`src/rtl/vga_pattern_sched.sv`:
```
// vga_pattern_sched: frame-synchronous test-pattern scheduler in the vga_clk domain.
// Finds frame boundaries from vsync, serves step/load requests and auto-advance
// only on frame boundaries, and drives pat_sel into the pattern generator.
// Optional feature: define VGA_SCHED_BLANK_EN to insert one black frame before
// every pattern change (default build: blank tied low, changes apply directly).
module vga_pattern_sched #(
  parameter int N_PAT  = 8,
  parameter int PAT_W  = 3,
  parameter int DWELL  = 60,
  parameter int FCNT_W = 16
) (
  input  logic              vga_clk,
  input  logic              sys_rst_n,
  input  logic              vsync,
  input  logic              auto_en,
  input  logic              step_req,
  output logic              step_ack,
  input  logic              load_req,
  input  logic [PAT_W-1:0]  load_val,
  output logic              load_ack,
  output logic              load_err,
  output logic [PAT_W-1:0]  pat_sel,
  output logic              frame_tick,
  output logic [FCNT_W-1:0] frame_cnt,
  output logic              blank
);

  localparam int               DW_W       = (DWELL > 1) ? $clog2(DWELL) : 1;
  localparam logic [DW_W-1:0]  DWELL_LAST = DW_W'(DWELL - 1);
  localparam logic [PAT_W-1:0] PAT_LAST   = PAT_W'(N_PAT - 1);
  localparam logic [PAT_W:0]   PAT_LIMIT  = (PAT_W + 1)'(N_PAT);

  typedef enum logic [0:0] {
    ST_IDLE = 1'b0,
    ST_RUN  = 1'b1
  } state_t;

  // Next pattern index with wrap from the last legal pattern back to zero.
  function automatic logic [PAT_W-1:0] next_pat(input logic [PAT_W-1:0] cur);
    logic [PAT_W-1:0] nxt;
    if (cur == PAT_LAST) begin
      nxt = {PAT_W{1'b0}};
    end else begin
      nxt = cur + PAT_W'(1);
    end
    return nxt;
  endfunction

  state_t              state_q, state_d;
  logic                vsync_d_q;
  logic [PAT_W-1:0]    pat_q, pat_d;
  logic [DW_W-1:0]     dwell_q, dwell_d;
  logic [FCNT_W-1:0]   frame_cnt_q, frame_cnt_d;
  logic                frame_tick_q;
  logic                step_ack_q, step_ack_d;
  logic                load_ack_q, load_ack_d;
  logic                load_err_q, load_err_d;
  logic                blank_q, blank_d;

  logic                tick_s;
  logic                run_tick_s;
  logic                eval_s;
  logic                load_ok_s;
  logic                chg_s;
  logic [PAT_W-1:0]    chg_val_s;

`ifdef VGA_SCHED_BLANK_EN
  logic                pend_q, pend_d;
  logic [PAT_W-1:0]    pend_val_q, pend_val_d;
  logic                apply_s;
`endif

  // Rising edge of vsync marks the frame boundary; vsync_d resets high so a
  // vsync already high at reset release does not produce a tick.
  assign tick_s     = vsync & ~vsync_d_q;
  assign run_tick_s = tick_s & (state_q == ST_RUN);
  assign load_ok_s  = ({1'b0, load_val} < PAT_LIMIT);

`ifdef VGA_SCHED_BLANK_EN
  // A tick that ends the blank frame only commits the held change.
  assign apply_s = run_tick_s & pend_q;
  assign eval_s  = run_tick_s & ~pend_q;
`else
  assign eval_s  = run_tick_s;
`endif

  // State sequencing: leave IDLE on the first frame boundary.
  always_comb begin
    state_d = state_q;
    case (state_q)
      ST_IDLE: begin
        if (tick_s) begin
          state_d = ST_RUN;
        end else begin
          state_d = ST_IDLE;
        end
      end
      ST_RUN: begin
        state_d = ST_RUN;
      end
      default: begin
        state_d = ST_IDLE;
      end
    endcase
  end

  // Request arbitration on a boundary: load, then step, then auto dwell.
  always_comb begin
    dwell_d    = dwell_q;
    step_ack_d = 1'b0;
    load_ack_d = 1'b0;
    load_err_d = 1'b0;
    chg_s      = 1'b0;
    chg_val_s  = pat_q;
    if (eval_s) begin
      if (load_req) begin
        load_ack_d = 1'b1;
        dwell_d    = {DW_W{1'b0}};
        if (load_ok_s) begin
          chg_s     = 1'b1;
          chg_val_s = load_val;
        end else begin
          load_err_d = 1'b1;
        end
      end else if (step_req) begin
        step_ack_d = 1'b1;
        dwell_d    = {DW_W{1'b0}};
        chg_s      = 1'b1;
        chg_val_s  = next_pat(pat_q);
      end else if (auto_en) begin
        if (dwell_q == DWELL_LAST) begin
          dwell_d   = {DW_W{1'b0}};
          chg_s     = 1'b1;
          chg_val_s = next_pat(pat_q);
        end else begin
          dwell_d = dwell_q + DW_W'(1);
        end
      end else begin
        dwell_d = dwell_q;
      end
    end else begin
      dwell_d = dwell_q;
    end
  end

  // Pattern update: direct, or deferred by one black frame when enabled.
  always_comb begin
    pat_d = pat_q;
`ifdef VGA_SCHED_BLANK_EN
    pend_d     = pend_q;
    pend_val_d = pend_val_q;
    blank_d    = blank_q;
    if (apply_s) begin
      pat_d   = pend_val_q;
      pend_d  = 1'b0;
      blank_d = 1'b0;
    end else if (chg_s) begin
      pend_d     = 1'b1;
      pend_val_d = chg_val_s;
      blank_d    = 1'b1;
    end else begin
      pat_d = pat_q;
    end
`else
    blank_d = 1'b0;
    if (chg_s) begin
      pat_d = chg_val_s;
    end else begin
      pat_d = pat_q;
    end
`endif
  end

  // Free-running frame counter advances on every boundary, IDLE included.
  always_comb begin
    if (tick_s) begin
      frame_cnt_d = frame_cnt_q + FCNT_W'(1);
    end else begin
      frame_cnt_d = frame_cnt_q;
    end
  end

  // State and output registers with synchronous active-low reset.
  always_ff @(posedge vga_clk) begin
    if (!sys_rst_n) begin
      state_q      <= ST_IDLE;
      vsync_d_q    <= 1'b1;
      pat_q        <= {PAT_W{1'b0}};
      dwell_q      <= {DW_W{1'b0}};
      frame_cnt_q  <= {FCNT_W{1'b0}};
      frame_tick_q <= 1'b0;
      step_ack_q   <= 1'b0;
      load_ack_q   <= 1'b0;
      load_err_q   <= 1'b0;
      blank_q      <= 1'b0;
`ifdef VGA_SCHED_BLANK_EN
      pend_q       <= 1'b0;
      pend_val_q   <= {PAT_W{1'b0}};
`endif
    end else begin
      state_q      <= state_d;
      vsync_d_q    <= vsync;
      pat_q        <= pat_d;
      dwell_q      <= dwell_d;
      frame_cnt_q  <= frame_cnt_d;
      frame_tick_q <= tick_s;
      step_ack_q   <= step_ack_d;
      load_ack_q   <= load_ack_d;
      load_err_q   <= load_err_d;
      blank_q      <= blank_d;
`ifdef VGA_SCHED_BLANK_EN
      pend_q       <= pend_d;
      pend_val_q   <= pend_val_d;
`endif
    end
  end

  assign pat_sel    = pat_q;
  assign frame_tick = frame_tick_q;
  assign frame_cnt  = frame_cnt_q;
  assign step_ack   = step_ack_q;
  assign load_ack   = load_ack_q;
  assign load_err   = load_err_q;
  assign blank      = blank_q;

endmodule

```
`config.mk`:
```
export PLATFORM = sky130hd
export DESIGN_NAME = vga_pattern_sched
export DESIGN_NICKNAME = d
export VERILOG_FILES = /design/src/rtl/vga_pattern_sched.sv
export SDC_FILE = /design/constraint.sdc
export NUM_CORES = 1
export LEC_CHECK = 0
export BUFFER_PORTS_ARGS = -buffer_cell sky130_fd_sc_hd__buf_2
export CAP_MARGIN = 20
export CORE_ASPECT_RATIO = 0.75
export CORE_UTILIZATION = 52
export CTS_CLUSTER_DIAMETER = 100
export DETAILED_ROUTE_END_ITERATION = 10
export PLACE_DENSITY = 0.78
export SLEW_MARGIN = 15
export SYNTH_ARGS = -nofsm -noshare
export SYNTH_HDL_FRONTEND = slang
export SYNTH_SLANG_ARGS = --single-unit
```
`constraint.sdc`:
```
create_clock -name vga_clk -period 2.2 [get_ports vga_clk]
set_clock_uncertainty 0.1 [all_clocks]
set_input_delay 0.22 -clock vga_clk [delete_from_list [all_inputs] [get_ports vga_clk]]
set_output_delay 0.22 -clock vga_clk [all_outputs]
set_load 0.05 [all_outputs]
```
==> key figures, run 1 <==
Setup path
  • Nature of the critical path endpoint: register
  • Max FO, Critical Path: 5
  • Setup CP Type: reg -> reg
  • Data required, critical path: 2.33 ns
  • Crit. Startpoint: dwell_q[0]$_SDFFE_PN0P_
  • Reg2Reg Depth: 5
  • Start of the worst register-to-register path: dwell_q[0]$_SDFFE_PN0P_
  • CP arrival: 2.03 ns
  • CP startpoint kind: register

Global routing
  • Tot GR Track Use: 24.1%
  • Initial antenna violation count: 0
  • Largest net degree at the start of global routing: 22
  • Global-route wire length before repair: 4860 um
  • Global routing usage on met2: 35.7%
  • Vias in the first global route: 1093
  • Overflow after GRT: 0
  • Met1 Use GR: roughly a third
  • Most Crowded Layer GR: met2
  • Met3 usage: 5.90%

CTS
  • Worst-path clk slew: 0.10 ns
  • Clk buf depth: 2
  • CTS tree: built
  • Clk Latency, worst-skew pair: 0.32 ns
  • Num Clock Sinks: 30
  • Hold buffers post-CTS: 0
  • Post-CTS Resized: 0
  • Root Driver: clkbuf_4
  • Post-CTS Setup Bufs: 0
  • Htree depth: 2
  • TritonCTS buffer count: 5

Yosys
  • Synth Area per Inst: around 9 um^2
  • Synth warnings: 0
  • Synth Register Bits: 30
  • Post-synth cell types: 36
  • Post-Syn Area: around 1400 um^2
  • Post-synthesis sequential area ratio: 44.0%
  • Synth Instances: 152

Placed design
  • Buffers on Ports: 30
  • Placer Congestion: about 0.85
  • DP Wirelength: around 2200 um

Timing
  • Final Hold Fails: 0
  • Final Cycle Share: 86.5%
  • RSZ-0062 raised after global routing: false
  • Final Setup Violations: 0
  • Tightest Pin Transition: 0.646 ns
  • Max-slew violation count: 0
  • Setup_tns: 0 ns
  • Rel. slew slack: 56.9%
  • Fmax: between 500 and 600 MHz
  • Fin crit period: 1.90 ns

Detailed routing
  • Drt pass-1 iters: 4
  • Avg WL per Cell: 13.5 um
  • DR vias/cell: between 5 and 6
  • ANT nets after route: 0
  • WL final: 2930 um
  • Vias: between 1000 and 1500
  • Iteration-0 DRC count of the detailed router: 75
  • DR DRC count: 0

Floorplan
  • I/O pin count: 33
  • Starting density of the core: a little under three fifths
  • Vert. Die Dim: approximately 46 um
  • Chip width: roughly 61 um
  • Die ar.: 2840 um^2
  • Rows: 15
  • Core Footprint: 2380 um^2

Power
  • Seq pwr share: 57.7%
  • Switch share: about 25%
  • Psw: 0.239 mW
  • Int Pwr: a little over 0.7 mW
  • Comb pwr share: under 10%
  • Maximum vdd drop: approximately 0.38 mV
  • LEAKAGE: 0.660 nW
  • Clock power share: a little over a third
  • Power density cells: 602 nW/um^2

Status
  • Run status: complete, no violations

Cells and area
  • Layout cells sized above 1: 22.8%
  • Final nets: slightly below 200
  • Most frequent cells in the layout: dfxtp_1 (30), buf_2 (30), nor2_1 (18)
  • Antenna Cells: 0
  • Area delta synth->final: 16.3%
  • Final core area utilization: 66.7%

Worst hold path
  • Hold path cells: 2
  • Hold crit path type: in -> reg
  • Worst hold start: sys_rst_n

Flow run
  • Maxcap violations: 0
==> path summary, 6_finish.rpt <==
| check | slack [ns] | end |
|---|---|---|
| max | 0.30 | pat_sel[0]$_SDFFE_PN0P_ |
| min | 0.06 | vsync_d_q$_SDFF_PN1_ |
| max reg2reg | 0.30 | pat_sel[0]$_SDFFE_PN0P_ |
| min reg2reg | 0.39 | frame_cnt[15]$_SDFFE_PN0N_ |
==> routing by layer <==
metal,wire length (um),share of wire [%]
met5,0,0
met4,46,1.6
met3,228,7.8
met2,1310,45
met1,1350,46
==> power groups by stage <==
| stage | sequential [mW] | clock [mW] | combinational [mW] |
|---|---|---|---|
| 3_3_place_gp | 0.564 | 0 | 0.0585 |
| 5_1_grt | 0.553 | 0.387 | 0.0669 |
| 6_report | 0.552 | 0.345 | 0.0603 |
| 4_1_cts | 0.552 | 0.355 | 0.0599 |
| 3_5_place_dp | 0.564 | 0 | 0.0598 |
| 2_1_floorplan | 0.572 | 0 | 0.0382 |
==> stage by stage <==
stage	hold slack, ns	cells	total power, mW	worst slack [ns]	cell area (um^2)
finish	0.0582	218	0.957	0.298	1590
global route	0.0365	218	1.01	0.157	1590
CTS	0.0440	218	0.966	0.347	1590
detailed placement	0.385	210	0.624	0.329	1530
global placement	0.349	210	0.623	0.500	1530
floorplan	0.221	153	0.611	0.206	1370
==> state kept, by name, summed over array words and instances, names as in the netlist <==
signal	cells
state_q	1
load_ack	1
vsync_d_q	1
pat_sel	3
frame_tick	1
step_ack	1
dwell_q	6
frame_cnt	16
==> logic make-up (layout without fill, tap and decap cells) <==
logic type | Yosys count | count (layout) | share of synthesized area, %
adders and majority gates | 4 | 4 | 3.66
buffers and inverters | 10 | 41 | 3.57
muxes | 4 | 4 | 2.93
DFF | 30 | 30 | 44.0
AOI/OAI and AO/OA | 22 | 22 | 9.98
xor gates and xnor gates | 13 | 13 | 8.33
and+or+nand+nor | 68 | 68 | 27.3
other | 1 | 2 | 0.274
==> cell usage after synthesis <==
library cell	count	area [um^2]
ha_1	4	50.1
nor3_2	1	10.0
and4_2	1	10.0
nor3_1	5	25.0
or2_1	1	6.26
a311oi_1	1	8.76
nand3b_1	1	7.51
or2_2	1	6.26
o31ai_1	3	22.5
mux2i_1	4	40.0
and4b_1	3	30.0
a311o_1	1	10.0
a21oi_1	9	45.0
o211ai_1	1	7.51
nand3_1	8	40.0
and2_1	2	12.5
o21ai_0	4	20.0
and3_1	1	6.26
nor2b_1	2	12.5
nand2_1	9	33.8
xor2_1	7	61.3
or3_1	2	12.5
conb_1	1	3.75
nand4_2	1	12.5
nand2b_1	2	12.5
nand4b_1	1	8.76
nor2_1	18	67.6
xnor2_1	6	52.6
buf_4	3	22.5
nor4_1	3	18.8
inv_1	3	11.3
dfxtp_1	30	601
a211oi_1	3	22.5
nand4_1	4	25.0
or4_1	2	15.0
clkbuf_1	4	15.0
==> layout make-up <==
type,count,area (um^2)
fillers,208,795
multi-input cells,113,721
flip-flops and latches,30,601
repair buffers,30,150
clock buffers,6,51.3
well taps,34,42.5
clock inverters,2,12.5
inverters,3,11.3
==> worst max-delay path, cell delays in order, from the launching register on <==
cell and delay, ns:
dfxtp_1 0.36, ha_1 0.25, nor2b_1 0.17, a311oi_1 0.52, nor2_1 0.17, a211oi_1 0.26
Power figures use the tool's default switching activity.
==> inputs of run 2 (changes only) <==
--- a/config.mk
+++ b/config.mk
@@ -5,12 +5,14 @@
 export SDC_FILE = /design/constraint.sdc
 export NUM_CORES = 1
 export LEC_CHECK = 0
+export ABC_AREA = 1
 export BUFFER_PORTS_ARGS = -buffer_cell sky130_fd_sc_hd__buf_2
 export CAP_MARGIN = 20
 export CORE_ASPECT_RATIO = 0.75
-export CORE_UTILIZATION = 52
+export CORE_UTILIZATION = 53
 export CTS_CLUSTER_DIAMETER = 100
 export DETAILED_ROUTE_END_ITERATION = 10
+export GPL_TIMING_DRIVEN = 0
 export PLACE_DENSITY = 0.78
 export SLEW_MARGIN = 15
 export SYNTH_ARGS = -nofsm -noshare
==> run 2 against run 1 <==
Compared with the run above: power rose by 14%; non-clock buffer count rose by 4; die area rose by 8.4%; largest cell class unchanged.
==> key figures, run 2 <==
Placed design
  • DP Wirelength: 2220 um (+1.3%)
  • Inst Count DP: 290 (+38%)
  • Buffers on Ports: 29 (-3.3%)
  • Placer Congestion: 0.853 (+0.25%)
  • Place WS: 0.706 ns (+0.377 ns)

Yosys
  • Synth warnings: 0 (unchanged)
  • Post-Syn Area: 1510 um^2 (+11%)
  • Synth Instances: 224 (+47%)
  • Leading area contributor after synthesis: dfxtp_1
  • Count leader, synth: nand2_1
  • Synth area leaders: dfxtp_1 (40%), nand2_1 (12%), nor2_1 (9.9%)
  • Share of the synthesized area in the top cell type: 39.7% (-4.3 points)
  • Post-synth cell types: 24 (-33%)
  • Synth async-reset ratio: 0% (unchanged)
  • Synth Area per Inst: 6.76 um^2 (-25%)
  • Synth Register Bits: 30 (unchanged)
  • Post-synthesis sequential area ratio: 39.7% (-4.3 points)
  • Post-synth EDFFs: 0 (unchanged)
  • Most frequent cells after synthesis: nand2_1 (49), nor2_1 (40), dfxtp_1 (30), inv_1 (29), nand3_1 (18)
  • Synth Flop Type: dfxtp_1

Cells and area
  • Final nets: 274 (+40%)
  • Most frequent cells in the layout: nand2_1 (49), nor2_1 (40), buf_2 (30), dfxtp_1 (30), inv_1 (29)
  • Final core area utilization: 67.6% (+0.91 points)
  • Antenna Cells: 0 (unchanged)
  • FF+latch area: 601 um^2 (unchanged)
  • Layout cells sized above 1: 20.6% (-2.2 points)
  • Non-filler instance count after layout: 298 (+37%)
  • Multi-input logic area: 757 um^2 (+5.0%)
  • Area delta synth->final: 18.8%
  • Fillers: 259 (+25%)
  • Max reg flops: 16 (unchanged)
  • Most common cell after layout, fill and taps aside: nand2_1

Global routing
  • Global routing usage on met2: 28.3% (-7.4 points)
  • Tot GR Track Use: 21.6% (-2.5 points)
  • Largest net degree at the start of global routing: 11 (-50%)
  • Met1 Use GR: 30.9% (-1.2 points)
  • Initial antenna violation count: 0 (unchanged)
  • Global-route wire length before repair: 4790 um (-1.6%)
  • Vias in the first global route: 1042 (-4.7%)
  • Most Crowded Layer GR: met1
  • Overflow after GRT: 0 (unchanged)
  • Met3 usage: 7.01% (+1.1 points)

Setup path
  • Nature of the critical path endpoint: register
  • Cell Chain, Critical Path: ha_1 -> nand4_1 -> nor2_4 -> nand3_1 -> nand2_1 -> inv_1 -> nor2_1
  • Setup CP Type: reg -> reg
  • Max FO, Critical Path: 9 (+4)
  • Critical-path top delay cell: dfxtp_1
  • CP peak stage delay: 0.41 ns (-0.11 ns)
  • CP startpoint kind: register
  • CP arrival: 1.64 ns (-0.39 ns)
  • WP buf/inv: 1 (+1)
  • Data required, critical path: 2.33 ns (about the same)
  • Family with the most delay on the worst path: simple AND/OR/NAND/NOR gates

Timing
  • Worst Setup Slack, final: 0.688 ns (+0.390 ns)
  • Final Setup Violations: 0 (unchanged)
  • Fmax: 661 MHz (+26%)
  • Final Cycle Share: 68.7% (-18 points)
  • Fin crit period: 1.51 ns (-0.390 ns)
  • Final Hold Fails: 0 (unchanged)
  • Setup_tns: 0 ns (unchanged)
  • RSZ-0062 raised after global routing: false
  • Max-slew violation count: 0 (unchanged)

Detailed routing
  • Drt pass-1 iters: 4 (unchanged)
  • DR vias/cell: 4.69 (-16%)
  • WL final: 3030 um (+3.3%)
  • ANT nets after route: 0 (unchanged)
  • Iteration-0 DRC count of the detailed router: 65 (-13%)
  • Vias: 1399 (+15%)
  • Avg WL per Cell: 10.2 um (-24%)
  • DR DRC count: 0 (unchanged)

Flow run
  • Maxcap violations: 0 (unchanged)

Power
  • LEAKAGE: 0.826 nW (+25%)
  • Power density cells: 607 nW/um^2 (+0.86%)
  • Design Power: 1.09 mW (+14%)
  • Maximum vdd drop: 0.373 mV (-2.0%)

CTS
  • TritonCTS buffer count: 5 (unchanged)
  • Clk buf depth: 2 (unchanged)
  • Htree depth: 2 (unchanged)
  • CTS tree: built
  • Num Clock Sinks: 30 (unchanged)
  • Post-CTS Setup Bufs: 0 (unchanged)
  • Post-CTS Resized: 0 (unchanged)
  • Root Driver: clkbuf_8
  • Hold buffers post-CTS: 0 (unchanged)
  • Worst-path clk slew: 0.07 ns (-0.03 ns)
  • Clk Latency, worst-skew pair: 0.29 ns (-0.03 ns)

Floorplan
  • Die ar.: 3080 um^2 (+8.4%)
  • Core Footprint: 2660 um^2 (+12%)
  • Starting density of the core: 56.9% (-0.46 points)
  • Chip width: 63.7 um (+4.1%)
  • Vert. Die Dim: 48.3 um (+4.1%)
  • Rows: 16 (+1)
  • I/O pin count: 33 (unchanged)

Worst hold path
  • Hold crit path type: in -> reg

Status
  • Run status: complete, no violations
## run 2: cell types whose count changed in the layout (fill, tap and decap cells not counted), moves of 6 or more
| cell | before | now |
|---|---|---|
| nand3_1 | 8 | 18 |
| xor2_1 | 7 | 0 |
| nand2_1 | 9 | 49 |
| inv_1 | 3 | 29 |
| nor2_1 | 18 | 40 |
| xnor2_1 | 6 | 0 |
## run 2: power by group
group | internal, mW | switching, mW
combinational | 0.0233 | 0.0516
clock | 0.252 | 0.213
sequential | 0.548 | 0.00414
total | 0.824 | 0.269
## run 2: worst register-to-register path: cells and delay by family (launching register included)
family / cells / cell delay [ns]
adders and majority gates: 1 / 0.20
DFF: 1 / 0.41
and+or+nand+nor: 5 / 0.70
buffers and inverters: 1 / 0.03
## run 2: worst paths after layout
check	cells after the start	start	end	slack (ns)
min	2	load_req	step_ack$_SDFF_PP0_	0.07
max	7	frame_cnt[1]$_SDFFE_PN0N_	frame_cnt[14]$_SDFFE_PN0N_	0.69
min reg2reg	2	dwell_q[0]$_SDFFE_PN0P_	dwell_q[0]$_SDFFE_PN0P_	0.39
max reg2reg	7	frame_cnt[1]$_SDFFE_PN0N_	frame_cnt[14]$_SDFFE_PN0N_	0.69
## run 2: cells by family after synthesis
family | Yosys count | share of synthesized area [%]
and+or+nand+nor | 127 | 37.0
buffers and inverters | 38 | 10.6
DFF | 30 | 39.7
AOI/OAI and AO/OA | 22 | 7.85
adders and majority gates | 4 | 3.31
muxes | 2 | 1.32
other | 1 | 0.248
## run 2: layer usage
| metal | part of all wire, % | wire (um) |
|---|---|---|
| met1 | 53 | 1620 |
| met2 | 37 | 1130 |
| met5 | 0 | 0 |
| met4 | 2.0 | 62 |
| met3 | 7.3 | 222 |
## run 2: area by class of cell
class	count	area share, %
tap	36	2.50
sequential	30	33.4
multi-input combinational	157	42.1
buffer	5	1.74
inverter	33	7.16
timing repair buffer	29	8.07
clock buffer	7	4.80
clock inverter	1	0.278
## run 2: metrics by stage
stage                     hold WS (ns)  area, um^2
after detailed placement         0.360        1710
after global routing            0.0727        1800
after CTS                       0.0550        1800
after floorplan                  0.227        1520
after global placement           0.356        1710
final                           0.0665        1800
